[config.mk]
export PLATFORM = sky130hd
export DESIGN_NAME = smod_rr_sched
export DESIGN_NICKNAME = d
export VERILOG_FILES = /design/src/rtl/smod_pkg.sv /design/src/rtl/smod_iter_core.sv /design/src/rtl/smod_rr_sched.sv
export SDC_FILE = /design/constraint.sdc
export NUM_CORES = 1
export LEC_CHECK = 0
export ABC_AREA = 0
export CAP_MARGIN = 25
export CORE_MARGIN = 3
export CORE_UTILIZATION = 50
export DETAILED_ROUTE_END_ITERATION = 8
export GPL_TIMING_DRIVEN = 0
export HOLD_SLACK_MARGIN = 0.1
export MAX_ROUTING_LAYER = met4
export PLACE_DENSITY = 0.8
export SLEW_MARGIN = 20
export SYNTH_ARGS = -nofsm -noshare
export SYNTH_HDL_FRONTEND = slang
export SYNTH_HIERARCHICAL = 1
export SYNTH_SLANG_ARGS = --single-unit
[constraint.sdc]
create_clock -name clk -period 10 [get_ports clk]
set_input_delay 1.5 -clock clk [delete_from_list [all_inputs] [get_ports clk]]
set_output_delay 1.5 -clock clk [all_outputs]
set_load 0.01 [all_outputs]
[src/rtl/smod_pkg.sv]
// Shared types and helpers for the round-robin signed-modulo scheduler.
// Holds the FSM encoding, the rotating-priority pick and the conditional negate.
package smod_pkg;

    typedef enum logic [1:0] {
        S_IDLE = 2'd0,
        S_CALC = 2'd1,
        S_FIX  = 2'd2,
        S_RESP = 2'd3
    } state_e;

    localparam int MAXREQ = 16;
    localparam int MAXW   = 128;

    // First set bit of valid, scanning upward from ptr+1 and wrapping at nreq.
    function automatic logic [3:0] rr_next(input logic [MAXREQ-1:0] valid,
                                           input logic [3:0]        ptr,
                                           input int                nreq);
        logic [3:0] idx;
        logic [3:0] pick;
        logic       found;
        pick  = '0;
        found = 1'b0;
        for (int i = 1; i <= MAXREQ; i++) begin
            idx = 4'((int'(ptr) + i) % nreq);
            if (i <= nreq && !found && valid[idx]) begin
                pick  = idx;
                found = 1'b1;
            end
        end
        return pick;
    endfunction

    // Callers zero-extend into MAXW and truncate back, so the result is the
    // two's-complement negate at their own width.
    function automatic logic [MAXW-1:0] cond_neg(input logic            neg,
                                                 input logic [MAXW-1:0] v);
        return neg ? -v : v;
    endfunction

endpackage

[src/rtl/smod_iter_core.sv]
// Bit-serial restoring divider on unsigned magnitudes; one quotient bit per edge.
// After start, done is high during the W-th step and rem is valid once busy drops.
module smod_iter_core
    import smod_pkg::*;
#(
    parameter int W = 64
) (
    input  logic         clk,
    input  logic         rst_n,
    input  logic         start,
    input  logic [W-1:0] abs_a,
    input  logic [W-1:0] abs_b,
    output logic         busy,
    output logic         done,
    output logic [W-1:0] rem
);

    localparam int CW = $clog2(W + 1);

    logic [W-1:0]  rem_q, rem_d;
    logic [W-1:0]  quo_q, quo_d;
    logic [W-1:0]  b_q, b_d;
    logic [CW-1:0] cnt_q, cnt_d;
    logic          busy_q, busy_d;
    logic [W:0]    shifted;
    logic [W:0]    diff;

    always_comb begin
        rem_d   = rem_q;
        quo_d   = quo_q;
        b_d     = b_q;
        cnt_d   = cnt_q;
        busy_d  = busy_q;
        shifted = {rem_q, quo_q[W-1]};
        diff    = shifted - {1'b0, b_q};
        if (start) begin
            rem_d  = '0;
            quo_d  = abs_a;
            b_d    = abs_b;
            cnt_d  = '0;
            busy_d = 1'b1;
        end else if (busy_q) begin
            // quo_q shifts the dividend out at the top and the quotient in at the bottom.
            if (!diff[W]) begin
                rem_d = diff[W-1:0];
                quo_d = {quo_q[W-2:0], 1'b1};
            end else begin
                rem_d = shifted[W-1:0];
                quo_d = {quo_q[W-2:0], 1'b0};
            end
            cnt_d = cnt_q + CW'(1);
            if (cnt_q == CW'(W - 1)) begin
                busy_d = 1'b0;
            end
        end
    end

    always_ff @(posedge clk or negedge rst_n) begin
        if (!rst_n) begin
            rem_q  <= '0;
            quo_q  <= '0;
            b_q    <= '0;
            cnt_q  <= '0;
            busy_q <= 1'b0;
        end else begin
            rem_q  <= rem_d;
            quo_q  <= quo_d;
            b_q    <= b_d;
            cnt_q  <= cnt_d;
            busy_q <= busy_d;
        end
    end

    assign busy = busy_q;
    assign done = busy_q && (cnt_q == CW'(W - 1));
    assign rem  = rem_q;

endmodule

[src/rtl/smod_rr_sched.sv]
// Shares one iterative signed-modulo unit among NREQ requesters with round-robin arbitration.
// Handshake: a transfer happens on an edge where valid and ready are both high; valid holds until then.
module smod_rr_sched
    import smod_pkg::*;
#(
    parameter int DATAWIDTH = 64,
    parameter int NREQ      = 4,
    parameter int IDW       = $clog2(NREQ)
) (
    input  logic                      clk,
    input  logic                      rst,
    input  logic [NREQ-1:0]           req_valid,
    input  logic [NREQ*DATAWIDTH-1:0] req_a,
    input  logic [NREQ*DATAWIDTH-1:0] req_b,
    output logic [NREQ-1:0]           req_ready,
    output logic                      resp_valid,
    input  logic                      resp_ready,
    output logic [IDW-1:0]            resp_id,
    output logic [DATAWIDTH-1:0]      resp_z,
    output logic                      resp_dz,
    output state_e                    dbg_state
);

    state_e               state_q, state_d;
    logic [IDW-1:0]       ptr_q, ptr_d;
    logic [IDW-1:0]       id_q, id_d;
    logic                 sign_q, sign_d;
    logic [DATAWIDTH-1:0] z_q, z_d;
    logic                 dz_q, dz_d;

    logic [IDW-1:0]       grant_idx;
    logic                 accept;
    logic [DATAWIDTH-1:0] sel_a, sel_b;
    logic [DATAWIDTH-1:0] abs_a, abs_b;
    logic                 b_zero;
    logic                 core_start, core_busy, core_done;
    logic [DATAWIDTH-1:0] core_rem;

    // Any valid bit guarantees a grant, so acceptance needs no found flag.
    always_comb begin
        grant_idx  = IDW'(rr_next(MAXREQ'(req_valid), 4'(ptr_q), NREQ));
        accept     = (state_q == S_IDLE) && (|req_valid);
        sel_a      = req_a[int'(grant_idx)*DATAWIDTH +: DATAWIDTH];
        sel_b      = req_b[int'(grant_idx)*DATAWIDTH +: DATAWIDTH];
        b_zero     = (sel_b == '0);
        abs_a      = DATAWIDTH'(cond_neg(sel_a[DATAWIDTH-1], MAXW'(sel_a)));
        abs_b      = DATAWIDTH'(cond_neg(sel_b[DATAWIDTH-1], MAXW'(sel_b)));
        core_start = accept && !b_zero;
    end

    smod_iter_core #(
        .W(DATAWIDTH)
    ) u_core (
        .clk   (clk),
        .rst_n (rst),
        .start (core_start),
        .abs_a (abs_a),
        .abs_b (abs_b),
        .busy  (core_busy),
        .done  (core_done),
        .rem   (core_rem)
    );

    always_ff @(posedge clk or negedge rst) begin
        if (!rst) begin
            state_q <= S_IDLE;
        end else begin
            state_q <= state_d;
        end
    end

    always_comb begin
        state_d = state_q;
        case (state_q)
            S_IDLE: if (accept) state_d = b_zero ? S_RESP : S_CALC;
            S_CALC: if (core_done) state_d = S_FIX;
            S_FIX:  state_d = S_RESP;
            S_RESP: if (resp_ready) state_d = S_IDLE;
            default: state_d = S_IDLE;
        endcase
    end

    // Reset gates ready so no grant is visible while rst is held low.
    always_comb begin
        req_ready  = (accept && rst) ? (NREQ'(1) << grant_idx) : '0;
        resp_valid = (state_q == S_RESP);
        dbg_state  = state_q;
    end

    always_comb begin
        ptr_d  = ptr_q;
        id_d   = id_q;
        sign_d = sign_q;
        z_d    = z_q;
        dz_d   = dz_q;
        if (accept) begin
            ptr_d  = grant_idx;
            id_d   = grant_idx;
            sign_d = sel_a[DATAWIDTH-1];
            dz_d   = b_zero;
            if (b_zero) begin
                z_d = '0;
            end
        end
        // The remainder takes the sign of the dividend.
        if (state_q == S_FIX && !core_busy) begin
            z_d  = DATAWIDTH'(cond_neg(sign_q, MAXW'(core_rem)));
            dz_d = 1'b0;
        end
    end

    always_ff @(posedge clk or negedge rst) begin
        if (!rst) begin
            ptr_q  <= IDW'(NREQ - 1);
            id_q   <= '0;
            sign_q <= 1'b0;
            z_q    <= '0;
            dz_q   <= 1'b0;
        end else begin
            ptr_q  <= ptr_d;
            id_q   <= id_d;
            sign_q <= sign_d;
            z_q    <= z_d;
            dz_q   <= dz_d;
        end
    end

    assign resp_id = id_q;
    assign resp_z  = z_q;
    assign resp_dz = dz_q;

endmodule
Yosys cells after proc, flatten, opt, wreduce, memory -nomap -nowiden
Index checks and enable logic that the tools add are counted.

Shift-type cells: 3. Order comparisons: 4. Add/sub/neg operators: 9. Equal/unequal tests: 7. Multiplexer cells: 40. Bitwise operators: 4. Reductions and logical operators: 25.

Operators with widths (number): $mux W64 (11); $shiftx A256 B9 Y64 (2); $neg A64 Y64 (3); $sub A65 B64 Y65 (1); $logic_not A64 Y1 (1); $lt A4 B5 Y1 const B (4); $mux W2 (8); $mux W7 (2); $mux W1 (13); $bmux W1 S3 (4); $logic_and A1 B1 Y1 (8); $pmux W2 S4 (1); $reduce_or A2 Y1 (4); $add A7 B1 Y7 const B (1); $eq A7 B6 Y1 const B (1); $reduce_bool A2 Y1 (3); $logic_not A1 Y1 (5); $add A2 B1 Y2 const B (2); $add A2 B2 Y2 const B (2); $and A1 B1 Y1 const A (4); $eq A2 B2 Y1 const B (2); $mux W4 (1); $ne A2 B2 Y1 const B (2); $reduce_or A4 Y1 (1); 6 further kinds (6).

Register bits after elaboration: 272. Output and inout port bits: 74. Word-level logic and storage cells: 103. Input port bits: 519.

Depth between registers and ports, before layout
Depth after elaboration: 20. Gate-level depth with buffers: 24. Mapped depth without buffers: 14.

By module
The synthesis kept the hierarchy.

Modules (own cells, without submodules): smod_iter_core (times used 1, sequential area each 5004.8 um^2, cells each 1537, area each 12801.0 um^2); smod_rr_sched (times used 1, sequential area each 1804.2 um^2, cells each 1595, area each 11891.4 um^2).

Worst setup path after synthesis
Ideal clock, no wire load.

Path kind: input to register. From: input req_valid[3]. To: register u_core.rem_q[59], in the netlist u_core/rem[59]. Arrival: 5.695 ns. Path slack: 4.222 ns. Cell stages on the path: 20. Data required time: 9.917 ns. Library setup time: 0.083 ns. Cell sequence: and2b_1 -> o21ai_2 -> and3_4 -> buf_8 -> buf_8 -> buf_8 -> buf_4 -> mux4_2 -> inv_1 -> ha_1 -> inv_1 -> a2111oi_2 -> nand3_1 -> nor4_1 -> buf_2 -> a21oi_1 -> clkbuf_1 -> or3_1 -> buf_2 -> o22ai_1.

Word-level cells in the longest chain between the ends: 17. Elaborated cells between the ends (all ways): 29.

RTL lines: start, declared (line smod_rr_sched.sv:12) `input logic [NREQ-1:0] req_valid,`; $bmux W1 S3 (line smod_pkg.sv:26) `if (i <= nreq && !found && valid[idx]) begin`; $mux W1 (not written as such) (line smod_pkg.sv:26); $mux W1 (line smod_pkg.sv:26); $logic_not A1 Y1 (line smod_pkg.sv:26); $logic_and A1 B1 Y1 (line smod_pkg.sv:26); $mux W1 (line smod_pkg.sv:26); $logic_not A1 Y1 (line smod_pkg.sv:26); $logic_and A1 B1 Y1 (line smod_pkg.sv:26); [2 not listed]; $logic_and A1 B1 Y1 (line smod_pkg.sv:26); $mux W2 (line smod_pkg.sv:26); $shiftx A256 B9 Y64 (line smod_rr_sched.sv:44) `sel_b = req_b[int'(grant_idx)*DATAWIDTH +: DATAWIDTH];`; $logic_not A64 Y1 (line smod_rr_sched.sv:45) `b_zero = (sel_b == '0);`; $logic_not A1 Y1 (line smod_rr_sched.sv:48) `core_start = accept && !b_zero;`; $logic_and A1 B1 Y1 * (line smod_rr_sched.sv:48); named net core_start (line smod_rr_sched.sv:36) `logic core_start, core_busy, core_done;`; $mux W64 / $reduce_bool A2 Y1 (equally long branches); end signal, assigned (line smod_iter_core.sv:66) `rem_q <= rem_d;`; end, declared (line smod_iter_core.sv:20) `logic [W-1:0] rem_q, rem_d;`.

Mark *: on every way through the listed nets, which the timed path passes. The rest lies on a longest branch. The select of a mux whose other input is x is not followed. A chain may end at the register's enable or synchronous reset.

Worst setup path in the final report
From: input req_valid[1]. To: output req_ready[0].

Word-level cells in the longest chain between the ends: 14. Elaborated cells between the ends (all ways): 26.

RTL lines: $bmux W1 S3 (line smod_pkg.sv:26); $mux W1 (not written as such) (line smod_pkg.sv:26); $mux W1 (line smod_pkg.sv:26); $logic_not A1 Y1 (line smod_pkg.sv:26); $logic_and A1 B1 Y1 (line smod_pkg.sv:26); $mux W1 (line smod_pkg.sv:26); $logic_not A1 Y1 (line smod_pkg.sv:26); $logic_and A1 B1 Y1 (line smod_pkg.sv:26); $mux W1 (line smod_pkg.sv:26); $logic_not A1 Y1 (line smod_pkg.sv:26); $logic_and A1 B1 Y1 (line smod_pkg.sv:26); $mux W2 (line smod_pkg.sv:26); $shl A1 B2 Y4 (line smod_rr_sched.sv:85) `req_ready = (accept && rst) ? (NREQ'(1) << grant_idx) : '0;`; $mux W4 * (line smod_rr_sched.sv:85); end, declared (line smod_rr_sched.sv:15) `output logic [NREQ-1:0] req_ready,`.

Every way passes the cells marked *; elsewhere a longest branch is shown, timed or not. The select of a mux whose other input is x is not followed.

==> results.ini <==
[outcome]
status=completed

[logic_synthesis]
syn_inst=3132
syn-cell-area_um2=24700
ys.flop_type=dfrtp_1
yosysSeqAreaShare=0.276
synth_area_per_cell_um2=7.88
synth_fp_nets=3724
async_flop_share=1.00
synth.ff_latch_count=272
synth_enable_flop_cells=0
ys_types=88
yosys_warnings=6

[clock_tree]
cts-root-buf=clkbuf_16
cts_tree=yes
cts_resized=0
post_cts_buffers=0
cts_htree_levels=1
insertion_delay_ps=570
cts.clk_slew.worst_paths_ps=60
cts_hold_buf=0
cts_made_buffers=29
cts.sinks=272
cts_buffer_depth=3

[drt]
wirelength_mm=115
wl_met3_mm=11.1
vias_per_cell=6.17
num_vias=27500
wire_per_inst_um=25.8
dr.first_iter.drc_count=3419
ant_nets=0
wl_met2_mm=51.8
wl_met1_mm=43.8
first_pass_iters=7
drc_errors=0
highest_layer=met4

[timing]
drv_slew=0
skew_ps=15.4
finalCritPeriodShare=0.889
timing.final.ws_setup_ps=1110
worst_slew_pin_slew_ps=1130
fin_crit_ps=8890
setup_viol=0
finalHoldViolations=0
fmax_mhz=112
maxSlewHeadroom=0.244
rsz0062_at_grt=no

[floorplanning]
dieArea_um2=52100
die_y_um=228
ioPinCount=593
start_util=0.512
die_w_um=228
coreArea_um2=48200
num_rows=80

[setup_path]
regToRegSetupSlack_ps=2240
cp_max_fo=10
cp-end-kind=output pin
crit_path_start_kind=input pin
arrival_ps=7390
crit_required_ps=8500
worstSetupPathType=in -> out

[placement]
place_area_um2=31500
hpwlAfterDp_mm=95.4
place.gp.congestion=1.10
pre_cts_slack_ps=734
dp_cells=4383
port_buffers=592

[worst_hold_path]
hp-class=reg -> reg

[finish]
stdcell_count=4456
drive_gt1_frac=0.0619
design_area_um2=32600
area.growth.synth_to_final_pct=31.9
fillCellCount=4147
nets=4351
fin_util=0.675
final_common_cell=clkdlybuf4s50_1
mostFrequentLayoutCells=591 x clkdlybuf4s50_1, 523 x nand2_1, 321 x nor2_1

[global_route]
overflow=0
grt_max_degree=77
antenna_found_initial=19
grt_usage=0.435
first_global_vias=26200
grt_pass1_wl_mm=167

[power_and_ir_drop]
p_per_area_nw_per_um2=337
leakagePower_nw=13.8
pwr-share-comb=0.723
p_sw_frac=0.534
p_seq_frac=0.174
ir_drop_v=0.000213
p_clk_frac=0.102
p_switching_w=0.00586
p_int_w=0.00512
power_w=0.0110

[job]
drv_cap=0

-- state kept, by name, indices dropped and copies added, names as in the netlist --
| name | count |
|---|---|
| dbg_state | 2 |
| ptr_q | 2 |
| resp_dz | 1 |
| resp_id | 2 |
| resp_z | 64 |
| sign_q | 1 |
| u_core/b_q | 64 |
| u_core/busy | 1 |
| u_core/cnt_q | 7 |
| u_core/quo_q | 64 |
| u_core/rem | 64 |
-- cell type report --
| type | instances | area [µm²] | share of cell area |
|---|---|---|---|
| clock inverters | 10 | 145 | 0.00446 |
| inverters | 106 | 398 | 0.0122 |
| flip-flops and latches | 272 | 6810 | 0.209 |
| clock buffers | 42 | 845 | 0.0259 |
| well taps | 656 | 821 | 0.0252 |
| diodes | 20 | 50.0 | 0.00154 |
| plain buffers | 213 | 1000 | 0.0308 |
| repair buffers | 596 | 6020 | 0.185 |
| multi-input cells | 2541 | 16500 | 0.506 |
-- metal layers --
metal  up-vias  GRT usage
li1      12500          -
met1     12800      0.532
met2      1828      0.675
met3       419     0.0732
met4         0      0.267
met5         -          -
-- worst paths after layout --
kind	start	end	cells past startpoint
worst min register to register	resp_id[1]$_DFFE_PN0P_	resp_id[1]$_DFFE_PN0P_	2
min in group asynchronous	rst	resp_z[6]$_DFFE_PN0P_	1
worst max register to register	ptr_q[0]$_DFFE_PN1P_	u_core/quo_q[48]$_DFFE_PN0P_	23
worst min-delay path	resp_id[1]$_DFFE_PN0P_	resp_id[1]$_DFFE_PN0P_	2
worst max-delay path	req_valid[1]	req_ready[0]	12
max in group asynchronous	rst	ptr_q[1]$_DFFE_PN1P_	4
-- synth_stat cells, types with 11 or more instances --
master	instances	area share
inv_1	106	0.016
nand2_1	523	0.080
nor4_1	25	0.0063
a211oi_1	94	0.029
a21o_1	21	0.0064
mux2_2	19	0.0087
nor2b_1	18	0.0046
a311oi_1	17	0.0060
o21ai_0	225	0.046
nand2b_1	23	0.0058
nand4_1	36	0.0091
a21oi_1	179	0.036
or2_2	17	0.0043
clkbuf_1	139	0.021
or4_1	11	0.0033
nor3_1	59	0.012
o21bai_1	23	0.0070
nor2_1	321	0.049
and3_1	70	0.018
dfrtp_1	270	0.27
xor2_1	149	0.053
xnor2_1	91	0.032
buf_1	14	0.0021
nand3_1	45	0.0091
o41ai_1	13	0.0046
mux2i_1	154	0.062
or3_1	23	0.0058
o31ai_1	33	0.010
buf_6	11	0.0050
ha_1	72	0.036
buf_2	32	0.0065
mux4_2	58	0.053
a31oi_1	89	0.023
buf_4	12	0.0036
-- through the flow --
| step | hold WS [ps] | setup TNS, ps |
|---|---|---|
| 6_report | 488 | 0 |
| 2_1_floorplan | 485 | 0 |
| 3_5_place_dp | 482 | 0 |
| 5_1_grt | 525 | 0 |
| 4_1_cts | 496 | 0 |
| 3_3_place_gp | 462 | -1021870 |
-- cells by family (layout without fill, tap and decap cells) --
logic type | Yosys count | in the layout | share of synthesized area
xor+xnor | 241 | 241 | 0.0858
mux | 231 | 231 | 0.124
buf+inv | 319 | 967 | 0.0568
compound gates | 772 | 772 | 0.194
flops | 272 | 272 | 0.276
fa+ha+maj | 73 | 73 | 0.0373
simple gates | 1224 | 1224 | 0.227
other cells | 0 | 20 | 0
-- power by group through the flow --
stage / Clock, W / Combinational (W) / Sequential (W)
detailed placement: 0 / 0.00763 / 0.00191
CTS: 0.00112 / 0.00768 / 0.00189
finish: 0.00112 / 0.00794 / 0.00191
global placement: 0 / 0.00757 / 0.00189
global route: 0.00117 / 0.00850 / 0.00195
floorplan: 0 / 0.00534 / 0.00177
-- critical path, cell delays in order --
cell,delay [ps]
clkdlybuf4s50_1,560
nand2b_1,90
a21o_1,270
nand3_1,340
clkbuf_1,580
buf_1,800
clkbuf_1,660
buf_1,520
clkbuf_1,530
clkbuf_1,850
nor3_1,150
clkdlybuf4s50_1,520
No activity file was read; power rests on OpenSTA's default activity.
